===== src/rtl/sif_mp.sv =====
// Multi-port register storage: one X read/write port plus NW write-only W channels, fixed-priority writes.
// Latency: reads return after RD_LAT cycles; errors, drops and the collision count are registered one cycle after the request.
// Backpressure: none; every strobe is accepted or reported the next cycle.
module sif_mp #(
  parameter int AW     = 16,
  parameter int DW     = 16,
  parameter int DEPTH  = 16,
  parameter int NW     = 2,
  parameter int RD_LAT = 1
) (
  input  logic             clk,
  input  logic             rst_b,
  input  logic             xa_wr_s,
  input  logic             xa_rd_s,
  input  logic [AW-1:0]    xa_addr,
  input  logic [DW-1:0]    xa_data_wr,
  output logic [DW-1:0]    xa_data_rd,
  output logic             xa_rd_vld,
  output logic             xa_err,
  input  logic [NW-1:0]    wa_wr_s,
  input  logic [NW*AW-1:0] wa_addr,
  input  logic [NW*DW-1:0] wa_data_wr,
  output logic [NW-1:0]    wa_drop,
  output logic [7:0]       coll_cnt
);

  localparam int IW = (DEPTH > 1) ? $clog2(DEPTH) : 1;
  localparam logic [AW:0] DEPTH_W = (AW+1)'(DEPTH);

  logic [DW-1:0] mem [DEPTH];

  logic          x_oor;
  logic          x_wr_ok;
  logic          rd_go;
  logic          wr_err;
  logic [DW-1:0] rd_dat;
  logic [AW-1:0] w_addr [NW];
  logic [DW-1:0] w_dat  [NW];
  logic [NW-1:0] w_ok;
  logic [NW-1:0] w_drop;
  logic [3:0]    n_drop;
  logic [8:0]    cnt_sum;

  // Second read stage, only exercised when RD_LAT == 2.
  logic          s1_vld;
  logic          s1_err;
  logic [DW-1:0] s1_dat;

  always_comb begin
    x_oor   = ({1'b0, xa_addr} >= DEPTH_W);
    x_wr_ok = xa_wr_s & ~x_oor;
    rd_go   = xa_rd_s & ~xa_wr_s;
    wr_err  = xa_wr_s & (x_oor | xa_rd_s);
    rd_dat  = x_oor ? '0 : mem[xa_addr[IW-1:0]];
    for (int i = 0; i < NW; i++) begin
      w_addr[i] = wa_addr[i*AW +: AW];
      w_dat[i]  = wa_data_wr[i*DW +: DW];
      w_ok[i]   = wa_wr_s[i] & ({1'b0, w_addr[i]} < DEPTH_W);
    end
    w_drop = '0;
    n_drop = '0;
    // A W channel loses if any valid higher-priority writer targets the same word.
    for (int i = 0; i < NW; i++) begin
      w_drop[i] = w_ok[i] & x_wr_ok & (w_addr[i] == xa_addr);
      for (int j = 0; j < NW; j++) begin
        if (j < i && w_ok[j] && (w_addr[j] == w_addr[i])) begin
          w_drop[i] = w_ok[i];
        end
      end
      n_drop = n_drop + 4'(w_drop[i]);
    end
    cnt_sum = {1'b0, coll_cnt} + 9'(n_drop);
  end

  // Winners are unique per address, so commit order among them does not matter.
  always_ff @(posedge clk or negedge rst_b) begin
    if (!rst_b) begin
      for (int k = 0; k < DEPTH; k++) begin
        mem[k] <= '0;
      end
    end else begin
      if (x_wr_ok) begin
        mem[xa_addr[IW-1:0]] <= xa_data_wr;
      end
      for (int i = 0; i < NW; i++) begin
        if (w_ok[i] && !w_drop[i]) begin
          mem[w_addr[i][IW-1:0]] <= w_dat[i];
        end
      end
    end
  end

  always_ff @(posedge clk or negedge rst_b) begin
    if (!rst_b) begin
      xa_data_rd <= '0;
      xa_rd_vld  <= 1'b0;
      xa_err     <= 1'b0;
      wa_drop    <= '0;
      coll_cnt   <= '0;
      s1_vld     <= 1'b0;
      s1_err     <= 1'b0;
      s1_dat     <= '0;
    end else begin
      wa_drop  <= w_drop;
      coll_cnt <= cnt_sum[8] ? 8'hFF : cnt_sum[7:0];
      if (RD_LAT == 1) begin
        xa_rd_vld <= rd_go;
        xa_err    <= wr_err | (rd_go & x_oor);
        if (rd_go) begin
          xa_data_rd <= rd_dat;
        end
      end else begin
        s1_vld    <= rd_go;
        s1_err    <= rd_go & x_oor;
        s1_dat    <= rd_dat;
        xa_rd_vld <= s1_vld;
        xa_err    <= wr_err | s1_err;
        if (s1_vld) begin
          xa_data_rd <= s1_dat;
        end
      end
    end
  end

endmodule


===== config.mk =====
export PLATFORM = sky130hd
export DESIGN_NAME = sif_mp
export DESIGN_NICKNAME = d
export VERILOG_FILES = /design/src/rtl/sif_mp.sv
export SDC_FILE = /design/constraint.sdc
export NUM_CORES = 1
export LEC_CHECK = 0
export BUFFER_PORTS_ARGS = -buffer_cell sky130_fd_sc_hd__buf_4
export CAP_MARGIN = 30
export CORE_MARGIN = 10
export CORE_UTILIZATION = 36
export DETAILED_ROUTE_END_ITERATION = 7
export GPL_ROUTABILITY_DRIVEN = 0
export GPL_TIMING_DRIVEN = 0
export PLACE_DENSITY = 0.55
export SETUP_SLACK_MARGIN = 0.5
export SLEW_MARGIN = 5
export SYNTH_ARGS = -nofsm -noshare
export SYNTH_HDL_FRONTEND = slang
export SYNTH_SLANG_ARGS = --single-unit

===== constraint.sdc =====
create_clock -name clk -period 1.7 [get_ports clk]
set_input_delay 0 -clock clk [delete_from_list [all_inputs] [get_ports clk]]
set_output_delay 0 -clock clk [all_outputs]
set_load 0.005 [all_outputs]

# Word-level counts from Yosys, hierarchy flattened
# Index checks and enable logic that the tools add are counted.
word_totals:
  register_bits: 284
  latchBits: 0
  mem_bits_rw: 0
  romBits: 0
  in_bits: 102
  out_inout_bits: 28
  elab_cells: 78
  n_memories: 0
classes:
  add_sub_neg: 2
  multipliers: 0
  n_div: 0
  n_lt_le_gt_ge: 9
  n_eq_ne: 3
  shift: 0
  muxes: 18
  bitwise: 17
  reduce_logical: 8
op_table:
  columns: ["op", "n"]
  rows:
  - ["$bwmux 256", 3]
  - ["$mux 256", 3]
  - ["$demux 16 s4", 3]
  - ["$mux 16", 6]
  - ["$bmux 16 s4", 1]
  - ["$eq 16x16->1", 3]
  - ["$lt 16x5->1 const B", 2]
  - ["$ge 16x5->1 const B", 1]
  - ["$ge 5x5->1 const B", 3]
  - ["$lt 5x1->1 const B", 3]
  - ["$not 4->5", 3]
  - ["$and 1x1->1", 10]
  - ["$add 8x2->9", 1]
  - ["$mux 8", 1]
  - ["$logic_and 1x1->1", 6]
  - ["$add 1x1->2", 1]
  - ["$logic_not 1->1", 2]
  - ["$not 1->1", 2]
  - ["$or 1x1->1", 2]
  - ["$mux 1", 1]

# Longest topological paths before layout
# Gate-level depths: netlist (run 1).
logic_depth:
  depth_word: 11
  depth_mapped: 13
  mapped_depth_nobuf: 12

# Worst setup path before layout (run 1)
# Ideal clock, no wire load.
synth_path:
  path_type: "input to register"
  from: "input port xa_addr[15]"
  to: "register coll_cnt[1]"
  setup_time_ns: 0.070
  t_arrival_ns: 2.977
  setup_slack_ns: -1.347
  path_stages: 11
  path_buffers: 1
  cell_sequence: "or4_1 -> buf_4 -> nor3_1 -> nand2_1 -> or4_1 -> fa_1 -> inv_1 -> ha_1 -> and2_1 -> nand3_1 -> nand2b_1"
synth_via:
  elab_chain_cells: 9
  word_cells_on_any_way: 13
  classes_between: "add/sub: 2; order compare: 1; eq/ne: 2; mux: 2; bitwise: 6"
synth_lines:
  columns: ["item", "line", "text"]
  rows:
  - ["start: declaration", "15", "input logic [AW-1:0] xa_addr,"]
  - ["$ge 16x5->1", "50", "x_oor = ({1'b0, xa_addr} >= DEPTH_W);"]
  - ["$not 1->1", "51", "x_wr_ok = xa_wr_s & ~x_oor;"]
  - ["$and 1x1->1", "51", null]
  - ["$and 1x1->1 (2 in a row)", "64", "w_drop[i] = w_ok[i] & x_wr_ok & (w_addr[i] == xa_addr);"]
  - ["$mux 1", "66", "if (j < i && w_ok[j] && (w_addr[j] == w_addr[i])) begin"]
  - ["$add 1x1->2 (*)", "70", "n_drop = n_drop + 4'(w_drop[i]);"]
  - ["$add 8x2->9 (*)", "72", "cnt_sum = {1'b0, coll_cnt} + 9'(n_drop);"]
  - ["$mux 8 (*)", "105", "coll_cnt <= cnt_sum[8] ? 8'hFF : cnt_sum[7:0];"]
  - ["end signal: assignment", "105", null]
  - ["end: declaration", "24", "output logic [7:0] coll_cnt"]
# Every way passes the cells marked *; elsewhere a longest branch is shown, timed or not.
# A chain may end at the register's enable or synchronous reset.

# Final worst setup path (run 1)
layout_path:
  from: "input port xa_addr[10]"
  to: "register mem[236] (netlist name)"
layout_via:
  elab_chain_cells: 10
  word_cells_on_any_way: 19
  classes_between: "order compare: 1; eq/ne: 2; mux: 6; bitwise: 6; reduce/logical: 4"
layout_lines:
  columns: ["item", "line", "text"]
  rows:
  - ["$ge 16x5->1", "50", null]
  - ["$not 1->1", "51", null]
  - ["$and 1x1->1", "51", null]
  - ["$and 1x1->1 (2 in a row)", "64", null]
  - ["$logic_not 1->1", "86", "if (w_ok[i] && !w_drop[i]) begin"]
  - ["$logic_and 1x1->1", "86", null]
  - ["$mux 256", "86", null]
  - ["$bwmux 256", "87", "mem[w_addr[i][IW-1:0]] <= w_dat[i];"]
  - ["$mux 256 (*)", "86", null]
  - ["end signal: indexed assignment", "83", "mem[xa_addr[IW-1:0]] <= xa_data_wr;"]
  - ["end signal: indexed assignment", "87", null]
  - ["end: declaration", "30", "logic [DW-1:0] mem [DEPTH];"]
# Marks and branches as above.

==> metrics, run 1 <==
Core Area 0.0579 mm^2; post-route setup slack -0.588 ns; Worst-Skew Late Latency 0.56 ns; EDFF count, synth 0; Cells after Synth 1533; status finished with violations; # fillers just over 5000; Root Buffer clkbuf_16; Worst setup SP type primary input; Hold Crit Class in2async; Synth cell types 45; final WL 70000 um; crit-path max cell delay approximately 0.54 ns; Yosys reg bits 284; input/output buffers roughly 120; Max Fanout on Critical Path 5; final-report max-slew violation count 0; first-pass GRT wire length around 110000 um; Async SR Flop Fraction 100%; TritonCTS Buffers 37; vias in the first global route 16082; commonest non-fill, non-tap cells in the layout mux2_4 (590), dfrtp_1 (283), buf_4 (182), mux2_2 (158), mux4_2 (80); CTS max path bufs 3; Pwr Total around 0.016 W; worst-path cell chain buf_8 > or4_4 > buf_12 > nor4_4 > buf_4 > nand4_4 > buf_12 > buf_16 > o21ai_4 > buf_12 > buf_12 > buf_16 > mux2_4 > mux2_4; Register Area roughly 0.0071 mm^2; Hold WS -0.653 ns; CTS tree yes; Req. time, crit path 2.14 ns; clk slew on worst S/H paths roughly 0.06 ns; commonest non-fill, non-tap cell in the layout mux2_4; CTS sink cnt 284; Seq/Total Area, Yosys between 30% and 40%; period utilisation layout 135%; I/O pin total 130; detailed-router iteration count before antenna repair 5; minimum clock period 2.29 ns; width of the die approximately 260 um; Die ar. a little under 0.07 mm^2; Primary FF master, synth dfrtp_1; Max Cap Viol 0; Post-route DRC 0; P&R area growth vs syn 36.6%; PwrDens roughly 570 mW/mm^2; Mapped Area ~0.021 mm^2; synth warn 0; DRT iter0 DRCs between 700 and 800; failing checks negative hold slack, negative setup slack; overall die height between 200 and 300 um; Post-Layout Cell Count around 2700; site row count 88; final hold violations between 150 and 200; total track usage 20.2%; fin nets about 2000; grt ovf 0; largest net degree at the start of global routing 104; Mean Syn Cell Area ~14 um^2; crit path buf inv count 8; Peak VDD IR about 0.56 mV; routed len/inst roughly 26 um; hpwl dp 46000 um; critical path capture point type flop; Least-Margin Pin Slew 0.857 ns; Setup TNS -129.62 ns; arrival time worst endpoint between 2 and 3 ns; area of the multi-input gates 0.0148 mm^2; WS Path Type in2reg; dpl cells around 2400; cell leakage power roughly 15 nW; f_max roughly 0.44 GHz; antenna violations before repair 0; CP max stage cell or4_4; hold_buf cts 54; via count roughly 14000; skew final ~0.020 ns; final instance area approximately 0.029 mm^2; vias per cell about 5.4; Post-DRT Antenna Nets 0; crit-path most repeated cell buf_12; CP delay by family, top buffers and inverters; Mapped Nets 1637; area post-placement ~0.023 mm^2; initial core utilization around 36%; final setup vio count between 200 and 300; RSZ-0062 raised after global routing true; fraction of layout instances using a drive strength above 1 between 60% and 70%; Max-Slew Margin vs Limit a little over two fifths; H-tree depth 2
[cells in the mapped netlist (4+ instances only)]
cell / number / area, um^2
o21ai_2: 6 / 52.6
nand2_4: 12 / 135
buf_1: 13 / 48.8
nor2_1: 9 / 33.8
dfrtp_1: 284 / 7110
xnor2_1: 37 / 324
buf_2: 19 / 95.1
nor3_1: 17 / 85.1
mux2_1: 20 / 225
clkbuf_1: 78 / 293
o21ai_4: 10 / 163
nand2b_1: 6 / 37.5
nand2_1: 44 / 165
buf_4: 7 / 52.6
nand4_1: 18 / 113
mux4_2: 80 / 1800
xor2_1: 15 / 131
inv_1: 6 / 22.5
nor4_4: 5 / 106
mux2_2: 528 / 5950
nand3_1: 20 / 100
nor2b_1: 6 / 37.5
nand3_4: 4 / 70.1
mux2_4: 220 / 3300
buf_6: 24 / 270
nand4bb_1: 4 / 45.0
nor4_1: 9 / 56.3
nand4b_1: 8 / 70.1
[worst register-to-register path, delay by kind of cell, from the launching register on]
kind | cells | cell delay, ns
mux | 2 | 1.12
flops | 1 | 0.38
simple gates | 2 | 0.16
[routing by layer]
metal	global-route usage [%]	up-vias	routed length [um]
met4	5.47	0	1600
li1	-	6452	-
met2	32.9	278	33600
met1	27.4	7653	31800
met3	3.32	75	2890
met5	0	-	0
[registers in the layout, indices dropped and copies added, names as in the netlist]
register	flops
mem	256
xa_data_rd	16
coll_cnt	8
wa_drop	2
xa_err	1
xa_rd_vld	1
[logic make-up after synthesis]
family	Yosys count	share of synthesized area [%]
buffers and inverters	148	3.72
AO/OA/AOI/OAI	20	1.16
flip-flops	284	33.7
AND/OR/NAND/NOR	178	5.64
XOR/XNOR	52	2.16
multiplexers	848	53.4
adder cells (fa/ha/maj)	3	0.202
[worst paths after layout]
path | from | endpoint | slack (ns) | cells past startpoint
setup / recovery | xa_addr[10] | mem[236] | -0.59 | 14
hold / removal | rst_b | xa_rd_vld | -0.65 | 1
setup reg to reg | mem[56] | xa_data_rd[8] | -0.09 | 4
hold reg to reg | xa_data_rd[1] | xa_data_rd[1] | 0.47 | 2
max in group asynchronous | rst_b | coll_cnt[6] | 0.87 | 3
min in group clk | xa_data_wr[1] | mem[1] | 0.03 | 4
[final cells by class]
class                   instances  area share [%]
diodes                          2          0.0174
clock inverters                 8           0.338
flip-flops and latches        284            24.6
inverters                       7           0.104
well taps                     765            3.32
repair buffers                314            11.8
multi-input cells            1101            51.5
plain buffers                 141            4.30
clock buffers                  57            3.93
[what timing repair did]
action,in CTS,in global routing
buffers inserted,83,33
endpoints found under the hold margin,182,172
pin swaps,41,7
endpoints found under the setup margin,283,335
resized for setup,476,100
cloned,17,4
[where the power goes]
| group | switching (W) | leakage (nW) | internal [W] |
|---|---|---|---|
| clock | 0.00323 | 0.609 | 0.00489 |
| combinational | 0.000944 | 10.6 | 0.000567 |
| sequential | 0.00000429 | 3.95 | 0.00677 |
[through the flow]
step / util [%] / worst slack, ns
2_1_floorplan: - / -0.897
6_report: 49.8 / -0.588
5_1_grt: 49.8 / -0.654
3_3_place_gp: 40.1 / -2.31
4_1_cts: 48.6 / -0.532
3_5_place_dp: 40.2 / -1.75
Power figures use the tool's default switching activity.
==> run 2: changes to the inputs <==
--- a/config.mk
+++ b/config.mk
@@ -7,12 +7,14 @@
 export LEC_CHECK = 0
 export BUFFER_PORTS_ARGS = -buffer_cell sky130_fd_sc_hd__buf_4
 export CAP_MARGIN = 30
+export CELL_PAD_IN_SITES_DETAIL_PLACEMENT = 2
+export CELL_PAD_IN_SITES_GLOBAL_PLACEMENT = 2
 export CORE_MARGIN = 10
 export CORE_UTILIZATION = 36
 export DETAILED_ROUTE_END_ITERATION = 7
 export GPL_ROUTABILITY_DRIVEN = 0
 export GPL_TIMING_DRIVEN = 0
-export PLACE_DENSITY = 0.55
+export PLACE_DENSITY = 0.73
 export SETUP_SLACK_MARGIN = 0.5
 export SLEW_MARGIN = 5
 export SYNTH_ARGS = -nofsm -noshare
==> constraint.sdc (replaced) <==
create_clock -name clk -period 1.85 [get_ports clk]
set_input_delay 0 -clock clk [delete_from_list [all_inputs] [get_ports clk]]
set_output_delay 0 -clock clk [all_outputs]
set_load 0.005 [all_outputs]
==> run 2 against run 1 <==
Compared with the run above:
- the flow finishes with violations (negative setup slack)
- clock power shrank 2%
- routed wire length rose by 69%
- worst hold slack better by 0.69 ns
- via count is 20% higher
- total power fell by 3.1%
- setup slack lost 0.096 ns
- sequential cell count unchanged
- clock skew up 0.011 ns
- register-to-register slack gained 0.08 ns
- global-route usage rose by 8.7 points
- utilization grew 2.3 points
- largest cell class unchanged
==> metrics, run 2 (synthesis results as in run 1) <==
critical path capture point type flop; I/O pin total 130 (unchanged); status finished with violations; Biggest register mem; routed len/inst 43.1 um (+65%); cell leakage power 15.8 nW (+4.4%); vias in the first global route 18767 (+17%); crit-path most repeated cell buf_4; biggest regs mem x256, xa_data_rd x16, coll_cnt x8; post-route setup slack -0.684 ns (-0.0965 ns); Net Sw Power 0.00475 W (+14%); commonest non-fill, non-tap cell in the layout mux2_4; hpwl dp 52000 um (+13%); Root Buffer clkbuf_16; commonest non-fill, non-tap cells in the layout mux2_4 (653), dfrtp_1 (284), buf_4 (203), mux2_2 (115), mux4_2 (80); clk slew on worst S/H paths 0.07 ns (about the same); grt ovf 0 (unchanged); CTS sink cnt 284 (unchanged); dpl cells 2422 (+0.041%); Worst-Skew Late Latency 0.60 ns (+0.04 ns); clock power share 49.9% (+0.4 points); CP delay by family, top simple AND/OR/NAND/NOR gates; skew final 0.0312 ns (+0.0114 ns); # fillers 5237 (+2.7%); failing checks negative setup slack; Post-DRT Antenna Nets 0 (unchanged); vias per cell 6.33 (+17%); Hold Crit Class in2reg; Die ar. 0.0687 mm^2 (unchanged); f_max around 0.39 GHz; WS Path Type in2reg; antenna violations before repair 12 (+12); Max-Slew Margin vs Limit 38.2% (-4.5 points); TritonCTS Buffers 37 (unchanged); fin util 52.1% (+2.3 points); DRT iter0 DRCs 1618 (+100%); H-tree depth 2 (unchanged); arrival time worst endpoint 3.02 ns (+0.29 ns); Max Fanout on Critical Path 8 (+3); combinational fraction of design power 11.0% (+1.8 points); detailed-router iteration count before antenna repair 5 (unchanged); total track usage 28.9% (+8.7 points); Post-Layout Cell Count 2746 (+2.5%); final hold violations 0 (-100%); width of the die 262 um (unchanged); Pwr Total 0.0159 W (-3.1%); initial core utilization 36.4% (unchanged); Flop pwr share 39.1% (-2.2 points); Peak VDD IR 0.730 mV (+31%); worst-path cell chain buf_4 > nor4b_2 > nand4_1 > buf_4 > buf_4 > nor4_1 > o21ai_4 > buf_12 > buf_16 > mux2_4 > mux2_4; CP max stage cell nor4_1; CTS max path bufs 3 (unchanged); largest net degree at the start of global routing 103 (-0.96%); Hold WS 0.0390 ns (+0.692 ns); Worst setup SP type primary input; via count 17380 (+20%); crit-path max cell delay 0.70 ns (+0.16 ns); crit path buf inv count 5 (-3); Core Area 0.0579 mm^2 (unchanged); Least-Margin Pin Slew 0.928 ns (+0.0708 ns); minimum clock period approximately 2.5 ns; fraction of layout instances using a drive strength above 1 70.7% (+2.4 points); overall die height 262 um (unchanged); Req. time, crit path 2.33 ns (+0.19 ns); final setup vio count 266 (-4.0%); final WL 118000 um (+69%); P&R area growth vs syn 43.0%; Largest register FFs 256 (unchanged); site row count 88 (unchanged); period utilisation layout 137%; first-pass GRT wire length 144000 um (+37%); Setup TNS -130.24 ns (-0.620 ns); input/output buffers 121 (unchanged); PwrDens 527 mW/mm^2 (-7.3%); RSZ-0062 raised after global routing true; final-report max-slew violation count 0 (unchanged); Max Cap Viol 0 (unchanged); fin nets 2054 (+3.2%); CTS tree yes; Post-route DRC 0 (unchanged); internal cell power 0.0112 W (-8.8%); Sw Share 29.9% (+4.4 points)
[run 2: worst paths after layout]
path	to	slack [ns]	depth (start not counted)	startpoint
setup / recovery	mem[216]	-0.68	11	wa_addr[8]
hold reg to reg	xa_data_rd[10]	0.47	2	xa_data_rd[10]
hold / removal	mem[74]	0.04	4	xa_data_wr[10]
setup reg to reg	xa_data_rd[8]	-0.01	4	mem[8]
min in group asynchronous	xa_data_rd[10]	0.59	7	rst_b
max in group asynchronous	mem[47]	0.15	9	rst_b
[run 2: worst reg2reg max path: stages (launching register included)]
cell	delay (ns)
dfrtp_1	0.42
mux4_2	0.60
mux4_2	0.57
nand3_2	0.10
nand2_1	0.06
[run 2: cell type report]
class	instances	area, um^2	share of cell area (%)
diodes	4	10.0	0.0332
plain buffers	141	1310	4.35
clock buffers	58	1130	3.73
clock inverters	8	93.8	0.311
inverters	7	30.0	0.0995
multi-input cells	1101	15200	50.5
flip-flops and latches	284	7110	23.6
well taps	765	957	3.17
repair buffers	378	4300	14.2
[run 2: layer usage]
metal | GRT usage [%] | share of wire, % | vias up
li1 | - | - | 6576
met1 | 34.9 | 39 | 9374
met2 | 49.6 | 49 | 982
met3 | 5.39 | 6.1 | 436
met4 | 12.8 | 6.4 | 12
met5 | 0 | 0.067 | -
[run 2: through the flow]
step                setup slack, ns  area, um^2
floorplan                    -0.747       21400
global placement              -2.18       23200
detailed placement            -1.77       23300
CTS                          -0.426       29100
global route                 -0.728       30200
finish                       -0.684       30200
[run 2: power by group through the flow]
stage / clock (W) / sequential (W) / combinational (W)
after floorplan: 0 / 0.00634 / 0.000531
after detailed placement: 0 / 0.00634 / 0.00127
after global routing: 0.00816 / 0.00622 / 0.00178
final: 0.00793 / 0.00622 / 0.00175
after global placement: 0 / 0.00634 / 0.00120
after CTS: 0.00763 / 0.00622 / 0.00149
[run 2: repair_timing]
item | in CTS | in global routing
setup buffers | 119 | 39
gates resized for setup | 537 | 175
hold buffers | 67 | 1
setup endpoints to repair | 283 | 444
hold endpoints to repair | 223 | 124
cloned | 24 | 4
pin swaps | 44 | 24
==> run 3: changes to the inputs <==
--- a/config.mk
+++ b/config.mk
@@ -14,6 +14,7 @@
 export DETAILED_ROUTE_END_ITERATION = 7
 export GPL_ROUTABILITY_DRIVEN = 0
 export GPL_TIMING_DRIVEN = 0
+export MAX_ROUTING_LAYER = met4
 export PLACE_DENSITY = 0.73
 export SETUP_SLACK_MARGIN = 0.5
 export SLEW_MARGIN = 5
==> run 3 against run 2 <==
Compared with the run above:
- the flow still finishes with violations (negative setup slack)
- routed wire length grew 5.9%
- worst hold slack lost 0.028 ns
- sequential cell count is the same
- non-clock buffer count shrank 1
- register-to-register slack lost 0.03 ns
- first-iteration DRC count grew 11%
- final cell count grew 0.40%
- fmax grew 0.21%
- via count grew 3.5%
- largest cell class unchanged
==> metrics, run 3 (synthesis results as in run 1) <==
final hold violations 0 (unchanged); final WL 125000 um (+5.9%); Top Metal Used met4; crit-path max cell delay 0.49 ns (-0.21 ns); minimum clock period 2.53 ns (-0.00525 ns); Die ar. 0.0687 mm^2 (unchanged); Sw Share 30.1% (+0.25 points); fin nets 2053 (-0.049%); PwrDens 529 mW/mm^2 (+0.29%); final-report max-slew violation count 0 (unchanged); Flop pwr share 39.0% (about the same); Metal-1 WL 47700 um (+4.4%); TritonCTS Buffers 37 (unchanged); initial core utilization 36.4% (unchanged); met3 WL 8510 um (+19%); Req. time, crit path 2.35 ns (+0.02 ns); Max Cap Viol 0 (unchanged); grt ovf 0 (unchanged); biggest regs mem x256, xa_data_rd x16, coll_cnt x8; hold path depth 4 (unchanged); period utilisation layout 137% (-0.28 points); crit-path most repeated cell mux2_4; failing checks negative setup slack; Least-Margin Pin Slew 1.03 ns (+0.102 ns); slack of the worst reg-to-reg path -0.04 ns (-0.03 ns); Root Buffer clkbuf_16; Hold WS 0.0109 ns (-0.0281 ns); Hold Crit Class in2reg; Largest register FFs 256 (unchanged); largest net degree at the start of global routing 103 (unchanged); DRT iter0 DRCs 1790 (+11%); Max Fanout on Critical Path 10 (+2); detailed-router iteration count before antenna repair 5 (unchanged); Net Sw Power 0.00481 W (+1.2%); worst-path cell chain clkbuf_2 > xor2_1 > nor4_2 > nand4_1 > buf_2 > o21ai_4 > buf_12 > buf_6 > buf_8 > mux2_4 > mux2_4; fraction of layout instances using a drive strength above 1 70.6% (about the same); vias per cell 6.52 (+3.1%); total track usage 29.8% (+0.86 points); internal cell power 0.0112 W (unchanged); Critical R2R Launch mem[5]; input/output buffers 121 (unchanged); width of the die 262 um (unchanged); clk slew on worst S/H paths 0.06 ns (about the same); overall die height 262 um (unchanged); area post-placement 0.0233 mm^2 (unchanged); first-pass GRT wire length 144000 um (about the same); arrival time worst endpoint 3.02 ns (about the same); reg2reg path depth 4 (unchanged); Hold Startpoint xa_data_wr[10]; hpwl dp 52000 um (unchanged); cell leakage power 15.8 nW (about the same); final instance area 0.0302 mm^2 (about the same); RSZ-0062 raised after global routing true; Post-route DRC 0 (unchanged); WHS Endpoint mem[42]; f_max 0.395 GHz (+0.21%); antenna violations before repair 15 (+3); Max-Slew Margin vs Limit 31.3% (-6.8 points); I/O pin total 130 (unchanged); skew final 0.0310 ns (-0.000232 ns); CTS sink cnt 284 (unchanged); status finished with violations; Peak VDD IR 0.851 mV (+17%); Worst setup SP type primary input; H-tree depth 2 (unchanged); combinational fraction of design power 11.4% (+0.4 points); Worst-Skew Late Latency 0.61 ns (about the same); critical path capture point type flop; Biggest register mem; routed len/inst 45.5 um (+5.5%); Post-DRT Antenna Nets 0 (unchanged); CTS tree yes; site row count 88 (unchanged); post-route setup slack -0.679 ns (+0.00525 ns); via count 17985 (+3.5%); CP max stage cell nor4_2; WS Path Type in2reg; commonest non-fill, non-tap cell in the layout mux2_4; final setup vio count 269 (+1.1%); Core Area 0.0579 mm^2 (unchanged); clock power share 49.7% (-0.2 points); RR Endpoint xa_data_rd[5]; vias in the first global route 18739 (-0.15%); commonest non-fill, non-tap cells in the layout mux2_4 (654), dfrtp_1 (284), buf_4 (202), mux2_2 (114), mux4_2 (80); P&R area growth vs syn 43.1% (about the same); met2 routed WL 60900 um (+5.3%); CTS max path bufs 3 (unchanged)
## run 3: worst max-delay path by stage
stage / startpoint / to / slack (ns) / cells after the start
final: xa_addr[1] / mem[200] / -0.68 / 11
after global routing: wa_addr[8] / coll_cnt[5] / -0.62 / 11
after CTS: xa_addr[10] / mem[239] / -0.43 / 14
after detailed placement: wa_addr[8] / mem[254] / -1.77 / 9
after global placement: rst_b / coll_cnt[7] / -2.18 / 1
after floorplan: xa_addr[13] / mem[70] / -0.75 / 8
## run 3: worst max-delay path: cells and delay by family
kind | cells | cell delay, ns
compound gates | 1 | 0.27
xor+xnor | 1 | 0.28
buf+inv | 5 | 1.02
mux | 2 | 0.61
simple gates | 2 | 0.81
## run 3: final cells by class
cell class / instances / area (um^2)
Buffer: 141 / 1310
Antenna cell: 16 / 40.0
Inverter: 7 / 30.0
Clock inverter: 8 / 93.8
Clock buffer: 58 / 1130
Multi-Input combinational cell: 1101 / 15200
Timing Repair Buffer: 377 / 4290
Sequential cell: 284 / 7110
Tap cell: 765 / 957
Fill cell: 5204 / 27700
## run 3: layer usage
layer	global-route usage, %	up-vias
li1	-	6581
met1	35.0	9647
met2	49.5	1261
met3	5.29	496
met4	12.8	0
met5	-	-
## run 3: repair_timing
item,CTS,global route
pin swaps,44,25
setup buffers,119,38
cloned,24,4
hold buffers,67,1
resized for setup,537,174
endpoints found under the setup margin,283,444
hold endpoints to repair,223,124
## run 3: through the flow
| stage | total power (W) | setup WS [ns] | setup TNS, ns | instances | util (%) |
|---|---|---|---|---|---|
| CTS | 0.0153 | -0.426 | -86.44 | 2698 | 50.2 |
| floorplan | 0.00687 | -0.747 | -176.84 | 1533 | - |
| global placement | 0.00754 | -2.18 | -937.97 | 2419 | 40.1 |
| global route | 0.0162 | -0.623 | -129.33 | 2756 | 52.1 |
| detailed placement | 0.00761 | -1.77 | -353.05 | 2422 | 40.3 |
| finish | 0.0160 | -0.679 | -135.65 | 2757 | 52.1 |
## run 3: power groups by stage
stage | sequential [W] | combinational, W | clock (W)
global placement | 0.00634 | 0.00120 | 0
finish | 0.00622 | 0.00181 | 0.00793
floorplan | 0.00634 | 0.000531 | 0
detailed placement | 0.00634 | 0.00127 | 0
global route | 0.00622 | 0.00183 | 0.00815
CTS | 0.00622 | 0.00149 | 0.00763
